**src/rtl/reflet_arb_pkg.sv**
```systemverilog
// reflet_arb_pkg: shared FSM state encoding and master indices
// for the reflet memory arbiter and its round-robin picker.
package reflet_arb_pkg;

  typedef enum logic [1:0] {
    IDLE  = 2'd0,
    ISSUE = 2'd1,
    WAIT  = 2'd2,
    ACK   = 2'd3
  } arb_state_e;

  localparam logic M0 = 1'b0;
  localparam logic M1 = 1'b1;

endpackage

```
**src/rtl/reflet_mem_arbiter_if.sv**
```systemverilog
// reflet_mem_arbiter_if: two req/ack master ports plus the shared
// memory bus. slave = arbiter side, master = masters/memory side.
interface reflet_mem_arbiter_if #(
  parameter int wordsize = 16
);
  logic                req0;
  logic [wordsize-1:0] addr0;
  logic [wordsize-1:0] wdata0;
  logic                we0;
  logic                lock0;
  logic                ack0;
  logic [wordsize-1:0] rdata0;

  logic                req1;
  logic [wordsize-1:0] addr1;
  logic [wordsize-1:0] wdata1;
  logic                we1;
  logic                lock1;
  logic                ack1;
  logic [wordsize-1:0] rdata1;

  logic [wordsize-1:0] mem_addr;
  logic [wordsize-1:0] mem_wdata;
  logic                mem_we;
  logic [wordsize-1:0] mem_rdata;
  logic                busy;

  modport slave (
    input  req0, addr0, wdata0, we0, lock0,
    output ack0, rdata0,
    input  req1, addr1, wdata1, we1, lock1,
    output ack1, rdata1,
    output mem_addr, mem_wdata, mem_we, busy,
    input  mem_rdata
  );

  modport master (
    output req0, addr0, wdata0, we0, lock0,
    input  ack0, rdata0,
    output req1, addr1, wdata1, we1, lock1,
    input  ack1, rdata1,
    input  mem_addr, mem_wdata, mem_we, busy,
    output mem_rdata
  );
endinterface

```
**src/rtl/reflet_rr_pick.sv**
```systemverilog
// reflet_rr_pick: combinational 2-way round-robin picker.
// In: req0_i/req1_i, owner_i, lock_hold_i. Out: grant_valid_o, grant_idx_o.
module reflet_rr_pick
  import reflet_arb_pkg::*;
(
  input  logic req0_i,
  input  logic req1_i,
  input  logic owner_i,
  input  logic lock_hold_i,
  output logic grant_valid_o,
  output logic grant_idx_o
);

  always_comb begin
    grant_valid_o = 1'b0;
    grant_idx_o   = M0;
    if (lock_hold_i) begin
      // Locked bus: only the last owner may be granted.
      grant_valid_o = owner_i ? req1_i : req0_i;
      grant_idx_o   = owner_i;
    end else if (req0_i && req1_i) begin
      grant_valid_o = 1'b1;
      grant_idx_o   = !owner_i;
    end else if (req1_i) begin
      grant_valid_o = 1'b1;
      grant_idx_o   = M1;
    end else if (req0_i) begin
      grant_valid_o = 1'b1;
      grant_idx_o   = M0;
    end
  end

endmodule

```
**src/rtl/reflet_mem_arbiter.sv**
```systemverilog
// reflet_mem_arbiter: two-master round-robin arbiter onto one
// sync-read memory bus (OR-bus: mem outputs zero when idle).
// Ports: clk, reset (sync, active-high), bus (slave modport).
// Optional bus lock for atomic sequences: REFLET_ARB_LOCK_EN.
module reflet_mem_arbiter
  import reflet_arb_pkg::*;
#(
  parameter int wordsize    = 16,
  parameter int mem_latency = 1
) (
  input logic                 clk,
  input logic                 reset,
  reflet_mem_arbiter_if.slave bus
);

  arb_state_e          state_q, state_d;
  logic                owner_q, owner_d;
  logic                lock_hold_q;
  logic                ack_hold;
  logic                grant_valid, grant_idx;
  logic                issue_act, ack_act;
  logic                own_we, other_req;
  logic [wordsize-1:0] own_addr, own_wdata, own_rdata;

  assign own_addr  = owner_q ? bus.addr1  : bus.addr0;
  assign own_wdata = owner_q ? bus.wdata1 : bus.wdata0;
  assign own_we    = owner_q ? bus.we1    : bus.we0;
  assign other_req = owner_q ? bus.req0   : bus.req1;

  reflet_rr_pick u_pick (
    .req0_i        (bus.req0),
    .req1_i        (bus.req1),
    .owner_i       (owner_q),
    .lock_hold_i   (lock_hold_q),
    .grant_valid_o (grant_valid),
    .grant_idx_o   (grant_idx)
  );

  always_ff @(posedge clk) begin
    if (reset) begin
      state_q <= IDLE;
      owner_q <= M1;
    end else begin
      state_q <= state_d;
      owner_q <= owner_d;
    end
  end

`ifdef REFLET_ARB_LOCK_EN
  logic own_lock;
  logic lock_hold_d;

  assign own_lock = owner_q ? bus.lock1 : bus.lock0;
  assign ack_hold = own_lock;

  always_ff @(posedge clk) begin
    if (reset) lock_hold_q <= 1'b0;
    else       lock_hold_q <= lock_hold_d;
  end

  // Every ACK re-decides the hold from the owner's lock.
  always_comb begin
    lock_hold_d = lock_hold_q;
    if (state_q == ACK) lock_hold_d = own_lock;
  end
`else
  logic unused_lock;

  assign unused_lock = bus.lock0 ^ bus.lock1;
  assign ack_hold    = 1'b0;
  assign lock_hold_q = 1'b0;
`endif

  always_comb begin
    state_d = state_q;
    owner_d = owner_q;
    unique case (state_q)
      IDLE: begin
        if (grant_valid) begin
          owner_d = grant_idx;
          state_d = ISSUE;
        end
      end
      ISSUE: state_d = (mem_latency == 2) ? WAIT : ACK;
      WAIT:  state_d = ACK;
      ACK: begin
        // Owner's req is ignored here; hand straight to the other.
        state_d = IDLE;
        if (other_req && !ack_hold) begin
          owner_d = !owner_q;
          state_d = ISSUE;
        end
      end
      default: state_d = IDLE;
    endcase
  end

  // Gating with reset keeps an aborted access off the bus.
  assign issue_act = (state_q == ISSUE) && !reset;
  assign ack_act   = (state_q == ACK) && !reset;

  assign bus.mem_addr  = issue_act ? own_addr : '0;
  assign bus.mem_wdata = issue_act ? own_wdata : '0;
  assign bus.mem_we    = issue_act && own_we;

  assign own_rdata  = own_we ? '0 : bus.mem_rdata;
  assign bus.ack0   = ack_act && (owner_q == M0);
  assign bus.ack1   = ack_act && (owner_q == M1);
  assign bus.rdata0 = (ack_act && owner_q == M0) ? own_rdata : '0;
  assign bus.rdata1 = (ack_act && owner_q == M1) ? own_rdata : '0;
  assign bus.busy   = (state_q != IDLE) && !reset;

endmodule

```
**src/flat_wrapper.sv**
```systemverilog
// flat-port wrapper written by rule: the top's interface ports become plain ports
module reflet_mem_arbiter_flat import reflet_arb_pkg::*;
#(
  parameter int wordsize    = 16,
  parameter int mem_latency = 1
)
  (clk, reset, bus_req0, bus_addr0, bus_wdata0, bus_we0, bus_lock0, bus_ack0, bus_rdata0, bus_req1, bus_addr1, bus_wdata1, bus_we1, bus_lock1, bus_ack1, bus_rdata1, bus_mem_addr, bus_mem_wdata, bus_mem_we, bus_busy, bus_mem_rdata);
  reflet_mem_arbiter_if #(.wordsize(wordsize)) bus_i ();
  input logic clk;
  input logic reset;
  input wire logic [$bits(bus_i.req0)-1:0] bus_req0;
  input wire logic [$bits(bus_i.addr0)-1:0] bus_addr0;
  input wire logic [$bits(bus_i.wdata0)-1:0] bus_wdata0;
  input wire logic [$bits(bus_i.we0)-1:0] bus_we0;
  input wire logic [$bits(bus_i.lock0)-1:0] bus_lock0;
  output wire logic [$bits(bus_i.ack0)-1:0] bus_ack0;
  output wire logic [$bits(bus_i.rdata0)-1:0] bus_rdata0;
  input wire logic [$bits(bus_i.req1)-1:0] bus_req1;
  input wire logic [$bits(bus_i.addr1)-1:0] bus_addr1;
  input wire logic [$bits(bus_i.wdata1)-1:0] bus_wdata1;
  input wire logic [$bits(bus_i.we1)-1:0] bus_we1;
  input wire logic [$bits(bus_i.lock1)-1:0] bus_lock1;
  output wire logic [$bits(bus_i.ack1)-1:0] bus_ack1;
  output wire logic [$bits(bus_i.rdata1)-1:0] bus_rdata1;
  output wire logic [$bits(bus_i.mem_addr)-1:0] bus_mem_addr;
  output wire logic [$bits(bus_i.mem_wdata)-1:0] bus_mem_wdata;
  output wire logic [$bits(bus_i.mem_we)-1:0] bus_mem_we;
  output wire logic [$bits(bus_i.busy)-1:0] bus_busy;
  input wire logic [$bits(bus_i.mem_rdata)-1:0] bus_mem_rdata;
  assign bus_i.req0 = bus_req0;
  assign bus_i.addr0 = bus_addr0;
  assign bus_i.wdata0 = bus_wdata0;
  assign bus_i.we0 = bus_we0;
  assign bus_i.lock0 = bus_lock0;
  assign bus_ack0 = bus_i.ack0;
  assign bus_rdata0 = bus_i.rdata0;
  assign bus_i.req1 = bus_req1;
  assign bus_i.addr1 = bus_addr1;
  assign bus_i.wdata1 = bus_wdata1;
  assign bus_i.we1 = bus_we1;
  assign bus_i.lock1 = bus_lock1;
  assign bus_ack1 = bus_i.ack1;
  assign bus_rdata1 = bus_i.rdata1;
  assign bus_mem_addr = bus_i.mem_addr;
  assign bus_mem_wdata = bus_i.mem_wdata;
  assign bus_mem_we = bus_i.mem_we;
  assign bus_busy = bus_i.busy;
  assign bus_i.mem_rdata = bus_mem_rdata;
  reflet_mem_arbiter #(.wordsize(wordsize), .mem_latency(mem_latency)) u_core (.clk(clk), .reset(reset), .bus(bus_i));
endmodule
```
**config.mk**
```make
export PLATFORM = sky130hd
export DESIGN_NAME = reflet_mem_arbiter_flat
export DESIGN_NICKNAME = d
export VERILOG_FILES = /design/src/rtl/reflet_arb_pkg.sv /design/src/rtl/reflet_mem_arbiter_if.sv /design/src/rtl/reflet_rr_pick.sv /design/src/rtl/reflet_mem_arbiter.sv /design/src/flat_wrapper.sv
export SDC_FILE = /design/constraint.sdc
export NUM_CORES = 1
export LEC_CHECK = 0
export BUFFER_PORTS_ARGS = -buffer_cell sky130_fd_sc_hd__buf_2
export CAP_MARGIN = 30
export CORE_UTILIZATION = 26
export DETAILED_ROUTE_END_ITERATION = 10
export PLACE_DENSITY = 0.86
export SYNTH_ARGS = -nofsm -noshare
export SYNTH_HDL_FRONTEND = slang
export SYNTH_SLANG_ARGS = --single-unit
```
**constraint.sdc**
```tcl
create_clock -name clk -period 1.3 [get_ports clk]
set_input_delay 0.065 -clock clk [delete_from_list [all_inputs] [get_ports clk]]
set_output_delay 0.065 -clock clk [all_outputs]
set_load 0.01 [all_outputs]
```
### After elaboration in Yosys (flattened, before gate mapping)

Cells that the tools add are included.
W data, S select, Z words.

* multiply operators: 0
* $lt $le $gt $ge: 0
* reduce and logical (&&, ||, !) cells: 14
* equality and inequality tests: 5
* bitwise gates (word level): 1
* mux-type cells: 20
* divide/modulo/power cells: 0
* shift-type cells: 0
* add/sub/neg operators: 0

Operator list (count)
* $mux W16: 7
* $mux W1: 10
* $logic_and A1 B1 Y1: 7
* $pmux W2 S3: 1
* $eq A2 B2 Y1 const B: 2
* $ne A2 B1 Y1 const B: 2
* $reduce_bool A2 Y1: 2
* $reduce_and A3 Y1: 1
* $eq A2 B1 Y1 const B: 1
* $logic_not A1 Y1: 2
* $logic_not A2 Y1: 1
* $mux W2: 1
* $pmux W1 S2: 1
* $reduce_or A2 Y1: 1
* $not A1 Y1: 1

* memories kept: 0
* logic and storage cells: 42
* input port bits: 88
* output and inout bits: 68
* ROM bits: 0
* bits in writable memories: 0
* latch bits: 0
* flip-flop bits (word level): 3

### Depth between registers and ports, before layout

Gate-level depths: netlist (run 1).

* depth in word-level cells: 5
* mapped depth: 6
* mapped depth without buffers: 5

### Modules after synthesis

A second synthesis (run 1) with hierarchy kept.

* cells, all modules: 144
* area total of the unflattened synthesis: 1037.2 sq um

Modules (own cells, without submodules)
* reflet_mem_arbiter: sequential area each 60.1 sq um, cells an instance 138, times used 1, area each 996.0 sq um
* reflet_rr_pick: sequential area each 0.0 sq um, cells an instance 6, times used 1, area each 41.3 sq um

### Least setup slack after synthesis (run 1)

OpenSTA, ideal clock, no wires.

* kind: flip-flop to output port
* from: register u_core.state_q[0]
* to: output port bus_rdata0[10]
* data arrival time: 1265 ps
* slack: -30 ps
* path buffers: 1
* required time: 1235 ps
* cell stages (with the launch flop): 6
* cells stage by stage: dfxtp_1 ha_1 nor3b_4 and2b_2 buf_4 and2_1

* cells in the longest elaborated chain, start to end: 4

RTL lines
* from (decl): RTL line reflet_mem_arbiter.sv:16 `arb_state_e state_q, state_d;`
* from (signal assigned): RTL line reflet_mem_arbiter.sv:44 `state_q <= state_d;`
* $eq A2 B2 Y1: RTL line reflet_mem_arbiter.sv:100 `assign ack_act = (state_q == ACK) && !reset;`
* $logic_and A1 B1 Y1: RTL line reflet_mem_arbiter.sv:100
* $logic_and A1 B1 Y1
* net bus_ack0: RTL line flat_wrapper.sv:16 `output wire logic [$bits(bus_i.ack0)-1:0] bus_ack0;`
* $mux W16: RTL line reflet_mem_arbiter.sv:109 `assign bus.rdata0 = (ack_act && owner_q == M0) ? own_rdata : '0;`
* to (decl): RTL line flat_wrapper.sv:17 `output wire logic [$bits(bus_i.rdata0)-1:0] bus_rdata0;`

The timed path passes the listed nets, and every way through them passes these cells.

### Worst setup path in the final report (run 1)

* from: register u_core.state_q[0]
* to: output port bus_rdata1[9]

* cells in the longest elaborated chain, start to end: 4

RTL lines
* $eq A2 B2 Y1: RTL line reflet_mem_arbiter.sv:100
* $logic_and A1 B1 Y1: RTL line reflet_mem_arbiter.sv:100
* $logic_and A1 B1 Y1: RTL line reflet_mem_arbiter.sv:110 `assign bus.rdata1 = (ack_act && owner_q == M1) ? own_rdata : '0;`
* $mux W16: RTL line reflet_mem_arbiter.sv:110
* to (decl): RTL line flat_wrapper.sv:24 `output wire logic [$bits(bus_i.rdata1)-1:0] bus_rdata1;`

No other way between the ends.

==> flow_summary.html, run 1 <==
<table>
<tr><th>Metric</th><th>Value</th></tr>
<tr><th colspan="2">Outcome</th></tr>
<tr><td>Outcome</td><td>finished, violations left</td></tr>
<tr><td>Failing checks</td><td>negative setup slack</td></tr>
<tr><th colspan="2">Final layout</th></tr>
<tr><td>Final core occ</td><td>61.2%</td></tr>
<tr><td>Area Growth Syn to Fin</td><td>118%</td></tr>
<tr><td>Number of inserted diodes</td><td>0</td></tr>
<tr><td>Fill count</td><td>307</td></tr>
<tr><td>Share of post-route cells with drive strength above 1</td><td>66.6%</td></tr>
<tr><td>Post-Layout Inst Area</td><td>0.00211 mm^2</td></tr>
<tr><td>Most common cell after layout, fill and taps aside</td><td>sky130_fd_sc_hd__buf_2</td></tr>
<tr><td>Non-filler instance count after layout</td><td>336</td></tr>
<tr><td>Most frequent cells in the layout</td><td>137 x sky130_fd_sc_hd__buf_2, 36 x sky130_fd_sc_hd__nor2_1, 34 x sky130_fd_sc_hd__mux2i_1</td></tr>
<tr><td>Post-layout nets</td><td>383</td></tr>
<tr><td>Combined flip-flop and latch cell area</td><td>71.3 um^2</td></tr>
<tr><td>Area used by multi-input combinational logic</td><td>930 um^2</td></tr>
<tr><th colspan="2">Drt</th></tr>
<tr><td>Routed wire length per instance</td><td>12.8 um</td></tr>
<tr><td>Post-route ant nets</td><td>0</td></tr>
<tr><td>Count of routing violations after the opening detailed-route iteration</td><td>50</td></tr>
<tr><td>Number of vias in the routed layout</td><td>1547</td></tr>
<tr><td>Number of detailed-routing iterations run before antenna repair</td><td>5</td></tr>
<tr><td>Per-cell via count in the routed design</td><td>4.60</td></tr>
<tr><td>DRC</td><td>0</td></tr>
<tr><td>Overall routed net length</td><td>4300 um</td></tr>
<tr><th colspan="2">Clock network</th></tr>
<tr><td>Setup fix buffers added after clock tree synthesis</td><td>0</td></tr>
<tr><td>H-tree levels</td><td>1</td></tr>
<tr><td>TritonCTS clock tree</td><td>yes</td></tr>
<tr><td>Sink count of the clock tree</td><td>3</td></tr>
<tr><td>Clk buf depth</td><td>2</td></tr>
<tr><td>Root Buffer Master</td><td>sky130_fd_sc_hd__clkbuf_8</td></tr>
<tr><td>Later-pin clock latency in the skew report</td><td>0.22 ns</td></tr>
<tr><td>Clock-pin slew on the worst setup and hold paths</td><td>0.03 ns</td></tr>
<tr><td>CTS buffer count</td><td>3</td></tr>
<tr><th colspan="2">Synthesis</th></tr>
<tr><td>Yosys warnings</td><td>0</td></tr>
<tr><td>Largest area contributor in the synthesized netlist</td><td>sky130_fd_sc_hd__mux2i_1</td></tr>
<tr><td>Syn nets</td><td>225</td></tr>
<tr><td>Synthesized cell area</td><td>968 um^2</td></tr>
<tr><td>Number of distinct library cell variants in the gate-level netlist after synthesis</td><td>20</td></tr>
<tr><td>Count of state elements after synthesis</td><td>3</td></tr>
<tr><td>Share of the synthesized area in the top cell type</td><td>35.1%</td></tr>
<tr><td>Post-Syn Area per Cell</td><td>7.28 um^2</td></tr>
<tr><td>Number of instances in the synthesized netlist</td><td>133</td></tr>
<tr><td>Sequential element share of the synthesized area</td><td>6.20%</td></tr>
<tr><td>Top cells by area, synth</td><td>sky130_fd_sc_hd__mux2i_1 35%, sky130_fd_sc_hd__and2_1 21%, sky130_fd_sc_hd__nor2_1 14%</td></tr>
<tr><th colspan="2">Worst setup path</th></tr>
<tr><td>Worst setup SP type</td><td>flip-flop</td></tr>
<tr><td>Required time at the endpoint of the critical path</td><td>1.24 ns</td></tr>
<tr><td>Start point of the critical path</td><td>u_core.state_q[0]$_SDFFE_PP0P_</td></tr>
<tr><td>Crit-path max cell delay</td><td>0.37 ns</td></tr>
<tr><td>Worst Setup Path Type</td><td>reg -&gt; out</td></tr>
<tr><td>Number of buffers and inverters on the critical path</td><td>1</td></tr>
<tr><td>Endpoint arrival time on the critical path</td><td>1.47 ns</td></tr>
<tr><td>Crit. End Element</td><td>primary output</td></tr>
<tr><td>Max FO, Critical Path</td><td>8</td></tr>
<tr><td>Kind of cell with the highest combined delay on the critical path</td><td>simple AND/OR/NAND/NOR gates</td></tr>
<tr><td>Critical-path top delay cell</td><td>sky130_fd_sc_hd__dfxtp_4</td></tr>
<tr><td>Critical register-to-register path startpoint</td><td>u_core.state_q[0]$_SDFFE_PP0P_</td></tr>
<tr><td>Cell-by-cell trace of the critical path</td><td>ha_4 &gt; and3b_2 &gt; nor2b_4 &gt; and2_1 &gt; buf_2</td></tr>
<tr><th colspan="2">STA</th></tr>
<tr><td>Setup repair after global routing missed its margin</td><td>true</td></tr>
<tr><td>Final-report max-slew violation count</td><td>0</td></tr>
<tr><td>Worst setup margin</td><td>-0.239 ns</td></tr>
<tr><td>Final-layout setup total negative slack</td><td>-10.73 ns</td></tr>
<tr><td>Period utilisation layout</td><td>118%</td></tr>
<tr><td>Headroom to the max-slew limit</td><td>85.6%</td></tr>
<tr><td>Final count of hold timing violations</td><td>0</td></tr>
<tr><td>Pin slew with the least headroom to its limit</td><td>0.215 ns</td></tr>
<tr><td>Final setup violation count</td><td>64</td></tr>
<tr><td>Worst clock skew on the final layout</td><td>0.00258 ns</td></tr>
<tr><td>Min cycle time layout</td><td>1.54 ns</td></tr>
<tr><td>Achievable frequency</td><td>650 MHz</td></tr>
<tr><th colspan="2">Floorplanning</th></tr>
<tr><td>Number of placed I/O pins</td><td>156</td></tr>
<tr><td># rows</td><td>21</td></tr>
<tr><td>Initial core utilization</td><td>28.1%</td></tr>
<tr><td>Horizontal extent of the die</td><td>63.0 um</td></tr>
<tr><td>Std-Cell Core Area</td><td>0.00344 mm^2</td></tr>
<tr><td>Die area</td><td>0.00397 mm^2</td></tr>
<tr><td>Die Y-Extent</td><td>63.0 um</td></tr>
<tr><th colspan="2">Global route</th></tr>
<tr><td>Wire length of the first global-routing pass</td><td>6400 um</td></tr>
<tr><td>Layer with the highest usage after global routing</td><td>met2</td></tr>
<tr><td>Fraction of met3 tracks used by global routing</td><td>3.83%</td></tr>
<tr><td>Congestion Overflow GR</td><td>0</td></tr>
<tr><td>Met2 Resource Use GR</td><td>40.6%</td></tr>
<tr><td>Maximum number of pins on one net before global-route repair</td><td>17</td></tr>
<tr><td>Antenna violations before repair</td><td>0</td></tr>
<tr><td>Met1 track demand over resource</td><td>20.1%</td></tr>
<tr><td>Via count of the first global-routing pass</td><td>1437</td></tr>
<tr><td>All-Layer GR Usage</td><td>20.2%</td></tr>
<tr><th colspan="2">Hold path</th></tr>
<tr><td>Hold path start</td><td>reset</td></tr>
<tr><td>Worst min-delay path category</td><td>in -&gt; reg</td></tr>
<tr><th colspan="2">Placed design</th></tr>
<tr><td>Dpl cell area</td><td>0.00183 mm^2</td></tr>
<tr><td>Gp weighted congestion</td><td>0.716</td></tr>
<tr><td>Port-buffer cells</td><td>153</td></tr>
<tr><td>Total instance count after detailed placement</td><td>328</td></tr>
<tr><td>Final HPWL DP</td><td>3040 um</td></tr>
<tr><th colspan="2">Pwr</th></tr>
<tr><td>Pwr per Cell Area</td><td>972 mW/mm^2</td></tr>
<tr><td>Total leakage power</td><td>1.39 nW</td></tr>
<tr><td>Maximum resistive drop on vdd</td><td>0.000801 V</td></tr>
<tr><th colspan="2">Job</th></tr>
<tr><td>Max_cap viols</td><td>0</td></tr>
</table>
final timing paths:
path	to	slack (ns)	cells after the start
setup / recovery	bus_rdata1[9]	-0.24	5
hold / removal	u_core.state_q[1]$_SDFFE_PP0P_	0.14	2
setup reg to reg	u_core.owner_q$_SDFFE_PP1P_	0.05	6
hold reg to reg	u_core.state_q[0]$_SDFFE_PP0P_	0.56	2
final cells by class:
| cell class | instances | share of cell area, % |
|---|---|---|
| tap | 46 | 2.73 |
| timing repair buffer | 161 | 47.3 |
| sequential | 3 | 3.38 |
| clock buffer | 4 | 2.14 |
| multi-input combinational | 120 | 44.1 |
| inverter | 2 | 0.356 |
worst register-to-register path: stages (launching register included):
cell,delay [ns]
sky130_fd_sc_hd__dfxtp_4,0.37
sky130_fd_sc_hd__inv_1,0.06
sky130_fd_sc_hd__ha_2,0.18
sky130_fd_sc_hd__buf_4,0.14
sky130_fd_sc_hd__nor2_1,0.08
sky130_fd_sc_hd__nor3b_1,0.05
sky130_fd_sc_hd__a211o_1,0.25
through the flow:
stage | hold slack (ns) | power, mW | setup slack (ns)
2_1_floorplan | 0.130 | 1.04 | 0.0181
3_3_place_gp | 0.341 | 1.51 | -0.0490
3_5_place_dp | 0.362 | 1.55 | -0.0936
4_1_cts | 0.133 | 2.05 | -0.227
5_1_grt | 0.149 | 2.20 | -0.324
6_report | 0.145 | 2.05 | -0.239
flip-flops by register name (all words and copies together) (netlist names):
name            cells
u_core.owner_q      1
u_core.state_q      2
what timing repair did:
action | CTS | global route
endpoints found under the setup margin | 64 | 67
cloned | 4 | 0
resized for setup | 20 | 14
hold buffers | 0 | 0
pin swaps | 15 | 16
cell usage after synthesis:
cell and instances:
sky130_fd_sc_hd__nor2_1 36, sky130_fd_sc_hd__mux2i_1 34, sky130_fd_sc_hd__and2_1 32, sky130_fd_sc_hd__buf_2 6, sky130_fd_sc_hd__ha_1 4, sky130_fd_sc_hd__dfxtp_1 3
sky130_fd_sc_hd__a211oi_1 2, sky130_fd_sc_hd__buf_6 2, sky130_fd_sc_hd__inv_1 2, sky130_fd_sc_hd__nor3b_1 2, sky130_fd_sc_hd__a211o_1 1, sky130_fd_sc_hd__and2b_2 1
sky130_fd_sc_hd__and3b_1 1, sky130_fd_sc_hd__buf_4 1, sky130_fd_sc_hd__clkbuf_1 1, sky130_fd_sc_hd__mux2_1 1, sky130_fd_sc_hd__nand2b_1 1, sky130_fd_sc_hd__nor2b_4 1
sky130_fd_sc_hd__nor3b_4 1, sky130_fd_sc_hd__o21ai_0 1
where the power goes:
part | total (mW) | switching [mW] | internal [mW] | leakage [nW]
logic | 1.53 | 0.704 | 0.829 | 1.34
registers | 0.242 | 0.0863 | 0.156 | 0.0262
clock network | 0.273 | 0.0636 | 0.209 | 0.0228
total | 2.05 | 0.854 | 1.19 | 1.39
cells by family (layout without fill, tap and decap cells):
| family | Yosys count | after routing | synth area share, % |
|---|---|---|---|
| DFF | 3 | 3 | 6.20 |
| buffers and inverters | 12 | 167 | 7.36 |
| and+or+nand+nor | 75 | 77 | 42.0 |
| AOI/OAI and AO/OA | 4 | 4 | 2.97 |
| adders and majority gates | 4 | 4 | 5.17 |
| muxes | 35 | 35 | 36.3 |
metal layers:
| metal | up-vias | share of wire [%] | routed length (um) |
|---|---|---|---|
| met5 | - | 0 | 0 |
| met4 | 0 | 0.51 | 22 |
| met3 | 4 | 7.8 | 334 |
| met2 | 88 | 54 | 2340 |
| met1 | 700 | 37 | 1600 |
| li1 | 755 | - | - |
Power figures use the tool's default switching activity.
==> run 2, diff against run 1 <==
==> constraint.sdc (replaced) <==
create_clock -name clk -period 1.3 [get_ports clk]
set_input_delay 0.195 -clock clk [delete_from_list [all_inputs] [get_ports clk]]
set_output_delay 0.195 -clock clk [all_outputs]
set_load 0.01 [all_outputs]
==> run 2 against run 1 <==
Compared with the run above: the flow still finishes with violations (negative setup slack); final area is 13% higher; power rose by 24%; clock power about the same; critical path type unchanged; largest cell class unchanged.
==> flow_summary.html, run 2 (synthesized netlist as in run 1, its figures left out) <==
<table>
<tr><th>Metric</th><th>Value</th></tr>
<tr><th colspan="2">Clock network</th></tr>
<tr><td>Clk buf depth</td><td>2 (unchanged)</td></tr>
<tr><td>TritonCTS clock tree</td><td>yes (unchanged)</td></tr>
<tr><td>Hold buffer count at cts</td><td>0 (unchanged)</td></tr>
<tr><td>Later-pin clock latency in the skew report</td><td>0.22 ns (about the same)</td></tr>
<tr><td>Clock-pin slew on the worst setup and hold paths</td><td>0.03 ns (about the same)</td></tr>
<tr><td>Root Buffer Master</td><td>sky130_fd_sc_hd__clkbuf_8 (unchanged)</td></tr>
<tr><td>CTS buffer count</td><td>3 (unchanged)</td></tr>
<tr><td>H-tree levels</td><td>1 (unchanged)</td></tr>
<tr><td>Sink count of the clock tree</td><td>3 (unchanged)</td></tr>
<tr><th colspan="2">Floorplanning</th></tr>
<tr><td>Initial core utilization</td><td>28.1% (unchanged)</td></tr>
<tr><td>Die Y-Extent</td><td>63.0 um (unchanged)</td></tr>
<tr><td>Number of placed I/O pins</td><td>156 (unchanged)</td></tr>
<tr><td>Die area</td><td>0.00397 mm^2 (unchanged)</td></tr>
<tr><td>Std-Cell Core Area</td><td>0.00344 mm^2 (unchanged)</td></tr>
<tr><td>Horizontal extent of the die</td><td>63.0 um (unchanged)</td></tr>
<tr><td># rows</td><td>21 (unchanged)</td></tr>
<tr><th colspan="2">Pwr</th></tr>
<tr><td>Switching power</td><td>1.03 mW (was 0.854 mW)</td></tr>
<tr><td>Internal cell power</td><td>1.51 mW (was 1.19 mW)</td></tr>
<tr><td>Total leakage power</td><td>1.50 nW (was 1.39 nW)</td></tr>
<tr><td>Pwr per Cell Area</td><td>1060 mW/mm^2 (was 972 mW/mm^2)</td></tr>
<tr><td>Switching part of the total power</td><td>40.4% (was 41.7%)</td></tr>
<tr><td>Register share of total power</td><td>8.0% (was 11.8%)</td></tr>
<tr><td>Maximum resistive drop on vdd</td><td>0.00108 V (was 0.000801 V)</td></tr>
<tr><td>Combinational share of power</td><td>81.3% (was 74.9%)</td></tr>
<tr><td>Portion of total power attributed to the clock network</td><td>10.7% (was 13.3%)</td></tr>
<tr><th colspan="2">STA</th></tr>
<tr><td>Final setup violation count</td><td>69 (was 64)</td></tr>
<tr><td>Final-layout setup total negative slack</td><td>-19.74 ns (was -10.73 ns)</td></tr>
<tr><td>Achievable frequency</td><td>602 MHz (was 650 MHz)</td></tr>
<tr><td>Worst setup margin</td><td>-0.362 ns (was -0.239 ns)</td></tr>
<tr><td>Period utilisation layout</td><td>128% (was 118%)</td></tr>
<tr><td>Final count of hold timing violations</td><td>0 (unchanged)</td></tr>
<tr><td>Worst clock skew on the final layout</td><td>0.00104 ns (was 0.00258 ns)</td></tr>
<tr><td>Setup repair after global routing missed its margin</td><td>true (unchanged)</td></tr>
<tr><td>Headroom to the max-slew limit</td><td>82.5% (was 85.6%)</td></tr>
<tr><td>Worst Hold Slack</td><td>0.330 ns (was 0.145 ns)</td></tr>
<tr><td>Final-report max-slew violation count</td><td>0 (unchanged)</td></tr>
<tr><td>Pin slew with the least headroom to its limit</td><td>0.255 ns (was 0.215 ns)</td></tr>
<tr><td>Min cycle time layout</td><td>1.66 ns (was 1.54 ns)</td></tr>
<tr><th colspan="2">Worst setup path</th></tr>
<tr><td>Kind of cell with the highest combined delay on the critical path</td><td>simple AND/OR/NAND/NOR gates (unchanged)</td></tr>
<tr><td>Max FO, Critical Path</td><td>14 (was 8)</td></tr>
<tr><td>Endpoint arrival time on the critical path</td><td>1.47 ns (about the same)</td></tr>
<tr><td>Worst setup SP type</td><td>flip-flop (unchanged)</td></tr>
<tr><td>Critical-path top delay cell</td><td>sky130_fd_sc_hd__dfxtp_4 (unchanged)</td></tr>
<tr><td>Worst Setup Path Type</td><td>reg -&gt; out (unchanged)</td></tr>
<tr><td>Number of buffers and inverters on the critical path</td><td>2 (was 1)</td></tr>
<tr><td>Cell-by-cell trace of the critical path</td><td>ha_4 &gt; and3b_2 &gt; nor2b_4 &gt; buf_12 &gt; and2_1 &gt; buf_2 (was ha_4 &gt; and3b_2 &gt; nor2b_4 &gt; and2_1 &gt; buf_2)</td></tr>
<tr><td>Crit. End Element</td><td>primary output (unchanged)</td></tr>
<tr><td>Required time at the endpoint of the critical path</td><td>1.11 ns (was 1.24 ns)</td></tr>
<tr><td>Crit-path max cell delay</td><td>0.35 ns (was 0.37 ns)</td></tr>
<tr><th colspan="2">Final layout</th></tr>
<tr><td>Largest register FFs</td><td>2 (unchanged)</td></tr>
<tr><td>Register containing the most flip-flops in the final layout</td><td>u_core.state_q (unchanged)</td></tr>
<tr><td>Post-Layout Inst Area</td><td>0.00239 mm^2 (was 0.00211 mm^2)</td></tr>
<tr><td>Most frequent cells in the layout</td><td>128 x sky130_fd_sc_hd__buf_2, 34 x sky130_fd_sc_hd__mux2i_1, 34 x sky130_fd_sc_hd__nor2_1 (was 137 x sky130_fd_sc_hd__buf_2, 36 x sky130_fd_sc_hd__nor2_1, 34 x sky130_fd_sc_hd__mux2i_1)</td></tr>
<tr><td>Number of inserted diodes</td><td>0 (unchanged)</td></tr>
<tr><td>Regs by FF count</td><td>u_core.state_q (2), u_core.owner_q (1) (unchanged)</td></tr>
<tr><td>Fill count</td><td>273 (was 307)</td></tr>
<tr><td>Area Growth Syn to Fin</td><td>147% (was 118%)</td></tr>
<tr><td>Final core occ</td><td>69.4% (was 61.2%)</td></tr>
<tr><td>Post-layout nets</td><td>397 (was 383)</td></tr>
<tr><td>Most common cell after layout, fill and taps aside</td><td>sky130_fd_sc_hd__buf_2 (unchanged)</td></tr>
<tr><td>Non-filler instance count after layout</td><td>350 (was 336)</td></tr>
<tr><td>Share of post-route cells with drive strength above 1</td><td>72.7% (was 66.6%)</td></tr>
<tr><th colspan="2">Drt</th></tr>
<tr><td>Wire length on met3</td><td>377 um (was 334 um)</td></tr>
<tr><td>Top routing layer in use</td><td>met4 (unchanged)</td></tr>
<tr><td>Per-cell via count in the routed design</td><td>4.57 (was 4.60)</td></tr>
<tr><td>DRC</td><td>0 (unchanged)</td></tr>
<tr><td>Met2 wire length</td><td>2520 um (was 2340 um)</td></tr>
<tr><td>Met1 wire length</td><td>1570 um (was 1600 um)</td></tr>
<tr><td>Routed wire length per instance</td><td>13.0 um (was 12.8 um)</td></tr>
<tr><td>Count of routing violations after the opening detailed-route iteration</td><td>37 (was 50)</td></tr>
<tr><td>Number of vias in the routed layout</td><td>1600 (was 1547)</td></tr>
<tr><td>Post-route ant nets</td><td>0 (unchanged)</td></tr>
<tr><td>Overall routed net length</td><td>4550 um (was 4300 um)</td></tr>
<tr><td>Number of detailed-routing iterations run before antenna repair</td><td>4 (was 5)</td></tr>
<tr><th colspan="2">Placed design</th></tr>
<tr><td>Dpl cell area</td><td>0.00193 mm^2 (was 0.00183 mm^2)</td></tr>
<tr><td>Total instance count after detailed placement</td><td>337 (was 328)</td></tr>
<tr><td>Gp weighted congestion</td><td>0.732 (was 0.716)</td></tr>
<tr><td>Final HPWL DP</td><td>3200 um (was 3040 um)</td></tr>
<tr><td>Port-buffer cells</td><td>153 (unchanged)</td></tr>
<tr><th colspan="2">Outcome</th></tr>
<tr><td>Outcome</td><td>finished, violations left (unchanged)</td></tr>
<tr><td>Failing checks</td><td>negative setup slack (unchanged)</td></tr>
<tr><th colspan="2">Global route</th></tr>
<tr><td>Maximum number of pins on one net before global-route repair</td><td>17 (unchanged)</td></tr>
<tr><td>Wire length of the first global-routing pass</td><td>6910 um (was 6400 um)</td></tr>
<tr><td>Antenna violations before repair</td><td>0 (unchanged)</td></tr>
<tr><td>All-Layer GR Usage</td><td>21.8% (was 20.2%)</td></tr>
<tr><td>Via count of the first global-routing pass</td><td>1586 (was 1437)</td></tr>
<tr><td>Congestion Overflow GR</td><td>0 (unchanged)</td></tr>
<tr><th colspan="2">Hold path</th></tr>
<tr><td>Worst min-delay path category</td><td>in -&gt; reg (unchanged)</td></tr>
<tr><th colspan="2">Job</th></tr>
<tr><td>Max_cap viols</td><td>0 (unchanged)</td></tr>
</table>
==> run 2: layout make-up <==
class                           instances  area (um^2)  area share, %
Inverter                                2         10.0          0.419
Timing Repair Buffer                  176         1210           50.8
Sequential cell                         3         68.8           2.88
Clock buffer                            4         45.0           1.89
Multi-Input combinational cell        119          993           41.6
Tap cell                               46         57.6           2.41
==> run 2: per-stage QoR <==
stage | power, mW | setup WS (ns)
floorplan | 1.06 | -0.0796
global placement | 1.65 | -0.169
detailed placement | 1.68 | -0.198
CTS | 2.40 | -0.351
global route | 2.71 | -0.477
finish | 2.54 | -0.362
==> run 2: power by group through the flow <==
stage / clock network (mW) / logic (mW) / registers (mW)
5_1_grt: 0.291 / 2.21 / 0.209
2_1_floorplan: 0 / 0.876 / 0.181
4_1_cts: 0.273 / 1.93 / 0.195
6_report: 0.271 / 2.06 / 0.203
3_5_place_dp: 0 / 1.49 / 0.189
3_3_place_gp: 0 / 1.46 / 0.186
==> run 2: timing repair <==
item / 4_1_cts / 5_1_grt
cloned: 3 / 1
pin swaps: 9 / 8
gates resized for setup: 49 / 9
endpoints found under the setup margin: 70 / 70
setup buffers: 6 / 1
==> run 2: tightest hold or removal path: cells and delay by family <==
family / cells / cell delay (ns)
buf+inv: 2 / 0.27
compound gates: 1 / 0.04
==> run 2: worst paths after layout <==
kind / slack (ns) / to / from / cells after the start
worst max-delay path: -0.36 / bus_rdata1[0] / u_core.state_q[1]$_SDFFE_PP0P_ / 6
worst min-delay path: 0.33 / u_core.state_q[0]$_SDFFE_PP0P_ / reset / 3
worst max register to register: -0.05 / u_core.state_q[0]$_SDFFE_PP0P_ / u_core.owner_q$_SDFFE_PP1P_ / 5
worst min register to register: 0.62 / u_core.owner_q$_SDFFE_PP1P_ / u_core.owner_q$_SDFFE_PP1P_ / 2
==> run 2: layer usage <==
metal	vias to the layer above	global-route usage (%)
li1	783	-
met1	704	20.7
met2	101	43.0
met3	12	5.47
met4	0	9.30
met5	-	0
==> run 3, diff against run 2 <==
--- a/config.mk
+++ b/config.mk
@@ -5,11 +5,15 @@
 export SDC_FILE = /design/constraint.sdc
 export NUM_CORES = 1
 export LEC_CHECK = 0
+export ABC_AREA = 1
 export BUFFER_PORTS_ARGS = -buffer_cell sky130_fd_sc_hd__buf_2
 export CAP_MARGIN = 30
-export CORE_UTILIZATION = 26
+export CELL_PAD_IN_SITES_DETAIL_PLACEMENT = 0
+export CELL_PAD_IN_SITES_GLOBAL_PLACEMENT = 2
+export CORE_UTILIZATION = 10
 export DETAILED_ROUTE_END_ITERATION = 10
-export PLACE_DENSITY = 0.86
+export PLACE_DENSITY = 0.84
 export SYNTH_ARGS = -nofsm -noshare
 export SYNTH_HDL_FRONTEND = slang
+export SYNTH_HIERARCHICAL = 1
 export SYNTH_SLANG_ARGS = --single-unit
==> run 3 against run 2 <==
Compared with the run above: the flow still finishes with violations (negative setup slack); synthesized area increased by 13%; worst hold slack improved by 0.063 ns; utilization decreased by 43 points; fmax increased by 6.8%; combinational power increased by 31%; clock-buffer cell count unchanged; via count increased by 30%; clock power about the same; critical path type unchanged; largest cell class is now multi-input gates.
==> flow_summary.html, run 3 <==
<table>
<tr><th>Metric</th><th>Value</th></tr>
<tr><th colspan="2">Outcome</th></tr>
<tr><td>Failing checks</td><td>negative setup slack (unchanged)</td></tr>
<tr><td>Outcome</td><td>finished, violations left (unchanged)</td></tr>
<tr><th colspan="2">Synthesis</th></tr>
<tr><td>Primary flip-flop cell chosen by synthesis mapping</td><td>sky130_fd_sc_hd__dfxtp_1 (unchanged)</td></tr>
<tr><td>Yosys warnings</td><td>6 (was 0)</td></tr>
<tr><td>Post-Syn Area per Cell</td><td>5.09 um^2 (was 7.28 um^2)</td></tr>
<tr><td>Share of the synthesized area in the top cell type</td><td>28.9% (was 35.1%)</td></tr>
<tr><td>Number of enable-type register cells in the synthesized netlist</td><td>0 (unchanged)</td></tr>
<tr><td>Top-count cell post-synth</td><td>sky130_fd_sc_hd__nand2_1 (was sky130_fd_sc_hd__nor2_1)</td></tr>
<tr><td>Top cells by area, synth</td><td>sky130_fd_sc_hd__nand2_1 29%, sky130_fd_sc_hd__a21oi_1 16%, sky130_fd_sc_hd__nor3_1 14% (was sky130_fd_sc_hd__mux2i_1 35%, sky130_fd_sc_hd__and2_1 21%, sky130_fd_sc_hd__nor2_1 14%)</td></tr>
<tr><td>Sequential element share of the synthesized area</td><td>5.51% (was 6.20%)</td></tr>
<tr><td>Count of state elements after synthesis</td><td>3 (unchanged)</td></tr>
<tr><td>Number of distinct library cell variants in the gate-level netlist after synthesis</td><td>18 (was 20)</td></tr>
<tr><td>Async set-reset flop share out of synthesis</td><td>0% (unchanged)</td></tr>
<tr><td>Post-synth top cells</td><td>84 x sky130_fd_sc_hd__nand2_1, 35 x sky130_fd_sc_hd__a21oi_1, 30 x sky130_fd_sc_hd__nor3_1, 24 x sky130_fd_sc_hd__inv_1, 9 x sky130_fd_sc_hd__buf_2 (was 36 x sky130_fd_sc_hd__nor2_1, 34 x sky130_fd_sc_hd__mux2i_1, 32 x sky130_fd_sc_hd__and2_1, 6 x sky130_fd_sc_hd__buf_2, 4 x sky130_fd_sc_hd__ha_1)</td></tr>
<tr><td>Number of instances in the synthesized netlist</td><td>214 (was 133)</td></tr>
<tr><td>Synthesized cell area</td><td>0.00109 mm^2 (was 968 um^2)</td></tr>
<tr><td>Largest area contributor in the synthesized netlist</td><td>sky130_fd_sc_hd__nand2_1 (was sky130_fd_sc_hd__mux2i_1)</td></tr>
<tr><th colspan="2">Floorplanning</th></tr>
<tr><td>Die Y-Extent</td><td>106 um (was 63.0 um)</td></tr>
<tr><td># rows</td><td>37 (was 21)</td></tr>
<tr><td>Std-Cell Core Area</td><td>0.0105 mm^2 (was 0.00344 mm^2)</td></tr>
<tr><td>Initial core utilization</td><td>10.4% (was 28.1%)</td></tr>
<tr><td>Number of placed I/O pins</td><td>156 (unchanged)</td></tr>
<tr><td>Die area</td><td>0.0113 mm^2 (was 0.00397 mm^2)</td></tr>
<tr><td>Horizontal extent of the die</td><td>106 um (was 63.0 um)</td></tr>
<tr><th colspan="2">Final layout</th></tr>
<tr><td>Share of post-route cells with drive strength above 1</td><td>69.6% (was 72.7%)</td></tr>
<tr><td>Most common cell after layout, fill and taps aside</td><td>sky130_fd_sc_hd__buf_2 (unchanged)</td></tr>
<tr><td>Post-layout nets</td><td>478 (was 397)</td></tr>
<tr><td>Post-Layout Inst Area</td><td>0.00277 mm^2 (was 0.00239 mm^2)</td></tr>
<tr><td>Regs by FF count</td><td>u_core/state_q (2), u_core/owner_q (1) (was u_core.state_q (2), u_core.owner_q (1))</td></tr>
<tr><td>Number of inserted diodes</td><td>0 (unchanged)</td></tr>
<tr><td>Largest register FFs</td><td>2 (unchanged)</td></tr>
<tr><td>Most frequent cells in the layout</td><td>149 x sky130_fd_sc_hd__buf_2, 82 x sky130_fd_sc_hd__nand2_1, 30 x sky130_fd_sc_hd__a21oi_2 (was 128 x sky130_fd_sc_hd__buf_2, 34 x sky130_fd_sc_hd__mux2i_1, 34 x sky130_fd_sc_hd__nor2_1)</td></tr>
<tr><td>Area Growth Syn to Fin</td><td>154% (was 147%)</td></tr>
<tr><td>Register containing the most flip-flops in the final layout</td><td>u_core/state_q (was u_core.state_q)</td></tr>
<tr><th colspan="2">Worst setup path</th></tr>
<tr><td>Worst setup SP type</td><td>flip-flop (unchanged)</td></tr>
<tr><td>Depth of the worst register-to-register path</td><td>8 (was 5)</td></tr>
<tr><td>Endpoint of the worst-slack reg-to-reg timing path</td><td>u_core/state_q[1]$_SDFFE_PP0P_ (was u_core.state_q[0]$_SDFFE_PP0P_)</td></tr>
<tr><td>Max FO, Critical Path</td><td>8 (was 14)</td></tr>
<tr><td>Start point of the critical path</td><td>u_core/state_q[1]$_SDFFE_PP0P_ (was u_core.state_q[1]$_SDFFE_PP0P_)</td></tr>
<tr><td>Crit. End Element</td><td>primary output (unchanged)</td></tr>
<tr><td>Setup crit end</td><td>bus_mem_wdata[3] (was bus_rdata1[0])</td></tr>
<tr><td>Worst reg2reg setup slack</td><td>0.07 ns (was -0.05 ns)</td></tr>
<tr><td>Worst Setup Path Type</td><td>reg -&gt; out (unchanged)</td></tr>
<tr><td>Endpoint arrival time on the critical path</td><td>1.36 ns (was 1.47 ns)</td></tr>
<tr><td>Required time at the endpoint of the critical path</td><td>1.11 ns (about the same)</td></tr>
<tr><td>Critical register-to-register path startpoint</td><td>u_core/state_q[0]$_SDFFE_PP0P_ (was u_core.owner_q$_SDFFE_PP1P_)</td></tr>
<tr><th colspan="2">STA</th></tr>
<tr><td>Worst setup margin</td><td>-0.257 ns (was -0.362 ns)</td></tr>
<tr><td>Final-report max-slew violation count</td><td>0 (unchanged)</td></tr>
<tr><td>Achievable frequency</td><td>642 MHz (was 602 MHz)</td></tr>
<tr><td>Final count of hold timing violations</td><td>0 (unchanged)</td></tr>
<tr><td>Min cycle time layout</td><td>1.56 ns (was 1.66 ns)</td></tr>
<tr><td>Final setup violation count</td><td>68 (was 69)</td></tr>
<tr><td>Setup repair after global routing missed its margin</td><td>true (unchanged)</td></tr>
<tr><td>Worst clock skew on the final layout</td><td>0.000573 ns (was 0.00104 ns)</td></tr>
<tr><td>Period utilisation layout</td><td>120% (was 128%)</td></tr>
<tr><th colspan="2">Pwr</th></tr>
<tr><td>Pwr per Cell Area</td><td>1160 mW/mm^2 (was 1060 mW/mm^2)</td></tr>
<tr><td>Internal cell power</td><td>1.54 mW (was 1.51 mW)</td></tr>
<tr><td>Portion of total power attributed to the clock network</td><td>8.5% (was 10.7%)</td></tr>
<tr><td>Overall power after layout</td><td>3.21 mW (was 2.54 mW)</td></tr>
<tr><td>Switching part of the total power</td><td>52.0% (was 40.4%)</td></tr>
<tr><td>Register share of total power</td><td>7.4% (was 8.0%)</td></tr>
<tr><td>Switching power</td><td>1.67 mW (was 1.03 mW)</td></tr>
<tr><td>Maximum resistive drop on vdd</td><td>0.00117 V (was 0.00108 V)</td></tr>
<tr><td>Combinational share of power</td><td>84.1% (was 81.3%)</td></tr>
<tr><td>Total leakage power</td><td>1.45 nW (was 1.50 nW)</td></tr>
<tr><th colspan="2">Clock network</th></tr>
<tr><td>Hold buffer count at cts</td><td>0 (unchanged)</td></tr>
<tr><td>CTS buffer count</td><td>3 (unchanged)</td></tr>
<tr><td>Sink count of the clock tree</td><td>3 (unchanged)</td></tr>
<tr><td>Clock-pin slew on the worst setup and hold paths</td><td>0.03 ns (about the same)</td></tr>
<tr><td>Root Buffer Master</td><td>sky130_fd_sc_hd__clkbuf_8 (unchanged)</td></tr>
<tr><td>H-tree levels</td><td>1 (unchanged)</td></tr>
<tr><td>TritonCTS clock tree</td><td>yes (unchanged)</td></tr>
<tr><td>Clk buf depth</td><td>2 (unchanged)</td></tr>
<tr><td>Later-pin clock latency in the skew report</td><td>0.22 ns (about the same)</td></tr>
<tr><th colspan="2">Global route</th></tr>
<tr><td>Antenna violations before repair</td><td>0 (unchanged)</td></tr>
<tr><td>Congestion Overflow GR</td><td>0 (unchanged)</td></tr>
<tr><td>Fraction of met3 tracks used by global routing</td><td>1.84% (was 5.47%)</td></tr>
<tr><td>Via count of the first global-routing pass</td><td>1886 (was 1586)</td></tr>
<tr><td>Wire length of the first global-routing pass</td><td>8820 um (was 6910 um)</td></tr>
<tr><td>All-Layer GR Usage</td><td>9.64% (was 21.8%)</td></tr>
<tr><td>Met1 track demand over resource</td><td>10.0% (was 20.7%)</td></tr>
<tr><td>Layer with the highest usage after global routing</td><td>met2 (unchanged)</td></tr>
<tr><td>Met2 Resource Use GR</td><td>19.7% (was 43.0%)</td></tr>
<tr><td>Maximum number of pins on one net before global-route repair</td><td>30 (was 17)</td></tr>
<tr><th colspan="2">Drt</th></tr>
<tr><td>Routed wire length per instance</td><td>11.7 um (was 13.0 um)</td></tr>
<tr><td>Per-cell via count in the routed design</td><td>3.99 (was 4.57)</td></tr>
<tr><td>Post-route ant nets</td><td>0 (unchanged)</td></tr>
<tr><td>Number of detailed-routing iterations run before antenna repair</td><td>3 (was 4)</td></tr>
<tr><td>DRC</td><td>0 (unchanged)</td></tr>
<tr><td>Overall routed net length</td><td>6120 um (was 4550 um)</td></tr>
<tr><td>Number of vias in the routed layout</td><td>2078 (was 1600)</td></tr>
<tr><td>Count of routing violations after the opening detailed-route iteration</td><td>88 (was 37)</td></tr>
<tr><th colspan="2">Placed design</th></tr>
<tr><td>Port-buffer cells</td><td>153 (unchanged)</td></tr>
<tr><td>Final HPWL DP</td><td>4150 um (was 3200 um)</td></tr>
<tr><td>Gp weighted congestion</td><td>0.722 (was 0.732)</td></tr>
<tr><td>Dpl cell area</td><td>0.00220 mm^2 (was 0.00193 mm^2)</td></tr>
<tr><th colspan="2">Hold path</th></tr>
<tr><td>Worst min-delay path category</td><td>in -&gt; reg (unchanged)</td></tr>
<tr><th colspan="2">Job</th></tr>
<tr><td>Max_cap viols</td><td>0 (unchanged)</td></tr>
</table>
[run 3: cell count changes after synthesis, moves of 4 or more]
cell / previous run / this run
sky130_fd_sc_hd__a21oi_1: 0 / 35
sky130_fd_sc_hd__and2_1: 32 / 0
sky130_fd_sc_hd__inv_1: 2 / 24
sky130_fd_sc_hd__mux2i_1: 34 / 0
sky130_fd_sc_hd__nand2_1: 0 / 84
sky130_fd_sc_hd__nand3_1: 0 / 4
sky130_fd_sc_hd__nor2_1: 36 / 5
sky130_fd_sc_hd__nor3_1: 0 / 30
[run 3: per-layer routing]
metal,wire length [um],part of all wire (%),up-vias
met5,0,0,-
met4,58,0.95,0
li1,-,-,1031
met1,2320,38,965
met2,3330,54,76
met3,407,6.7,6
[run 3: metrics by stage]
stage / setup TNS, ns / instances / setup slack [ns] / utilization [%] / hold WS (ns)
3_3_place_gp: -5.18 / 508 / -0.117 / 21.1 / 0.603
6_report: -13.62 / 521 / -0.257 / 26.5 / 0.392
5_1_grt: -18.04 / 521 / -0.315 / 26.5 / 0.424
3_5_place_dp: -7.01 / 508 / -0.151 / 21.1 / 0.609
4_1_cts: -13.66 / 520 / -0.231 / 24.8 / 0.382
2_1_floorplan: 0 / 216 / 0.00590 / - / 0.353
[run 3: cells by family (layout without fill, tap and decap cells)]
| kind of cell | after synthesis | in the layout | synth area share [%] |
|---|---|---|---|
| adders and majority gates | 4 | 4 | 4.59 |
| DFF | 3 | 3 | 5.51 |
| AOI/OAI and AO/OA | 36 | 36 | 16.5 |
| other | 1 | 3 | 0.344 |
| and+or+nand+nor | 129 | 133 | 53.4 |
| buffers and inverters | 41 | 206 | 19.6 |
[run 3: power by group through the flow]
stage | logic (mW) | registers (mW) | clock network (mW)
global placement | 1.91 | 0.194 | 0
floorplan | 1.17 | 0.174 | 0
CTS | 2.47 | 0.233 | 0.275
global route | 2.93 | 0.247 | 0.292
finish | 2.70 | 0.237 | 0.273
detailed placement | 1.93 | 0.199 | 0
[run 3: critical path: stages (launching register included)]
cell and delay, ns:
sky130_fd_sc_hd__dfxtp_4 0.36, sky130_fd_sc_hd__inv_4 0.07, sky130_fd_sc_hd__ha_4 0.15, sky130_fd_sc_hd__nand2_8 0.10
sky130_fd_sc_hd__buf_12 0.20, sky130_fd_sc_hd__a21oi_4 0.12, sky130_fd_sc_hd__buf_2 0.14
[run 3: layout make-up]
type	count	area, um^2
tap	136	170
inverter	26	108
sequential	3	71.3
fill	1146	7690
clock buffer	4	45.0
timing repair buffer	176	1110
multi-input combinational	176	1260
[run 3: how the worst min path moves through the flow]
stage                   from                        endpoint  slack (ns)  depth (start not counted)
floorplan              reset     u_core/owner_q$_SDFFE_PP1P_        0.35                          2
global placement       reset     u_core/owner_q$_SDFFE_PP1P_        0.60                          4
detailed placement     reset     u_core/owner_q$_SDFFE_PP1P_        0.61                          4
CTS                 bus_req1  u_core/state_q[0]$_SDFFE_PP0P_        0.38                          5
global route        bus_req1  u_core/state_q[0]$_SDFFE_PP0P_        0.42                          5
finish              bus_req1  u_core/state_q[0]$_SDFFE_PP0P_        0.39                          5
[run 3: timing repair]
item / in CTS / in global routing
setup buffers: 3 / 1
gates resized for setup: 61 / 31
pin swaps: 33 / 8
cloned: 6 / 1
endpoints found under the hold margin: 0 / 0
setup endpoints to repair: 71 / 71
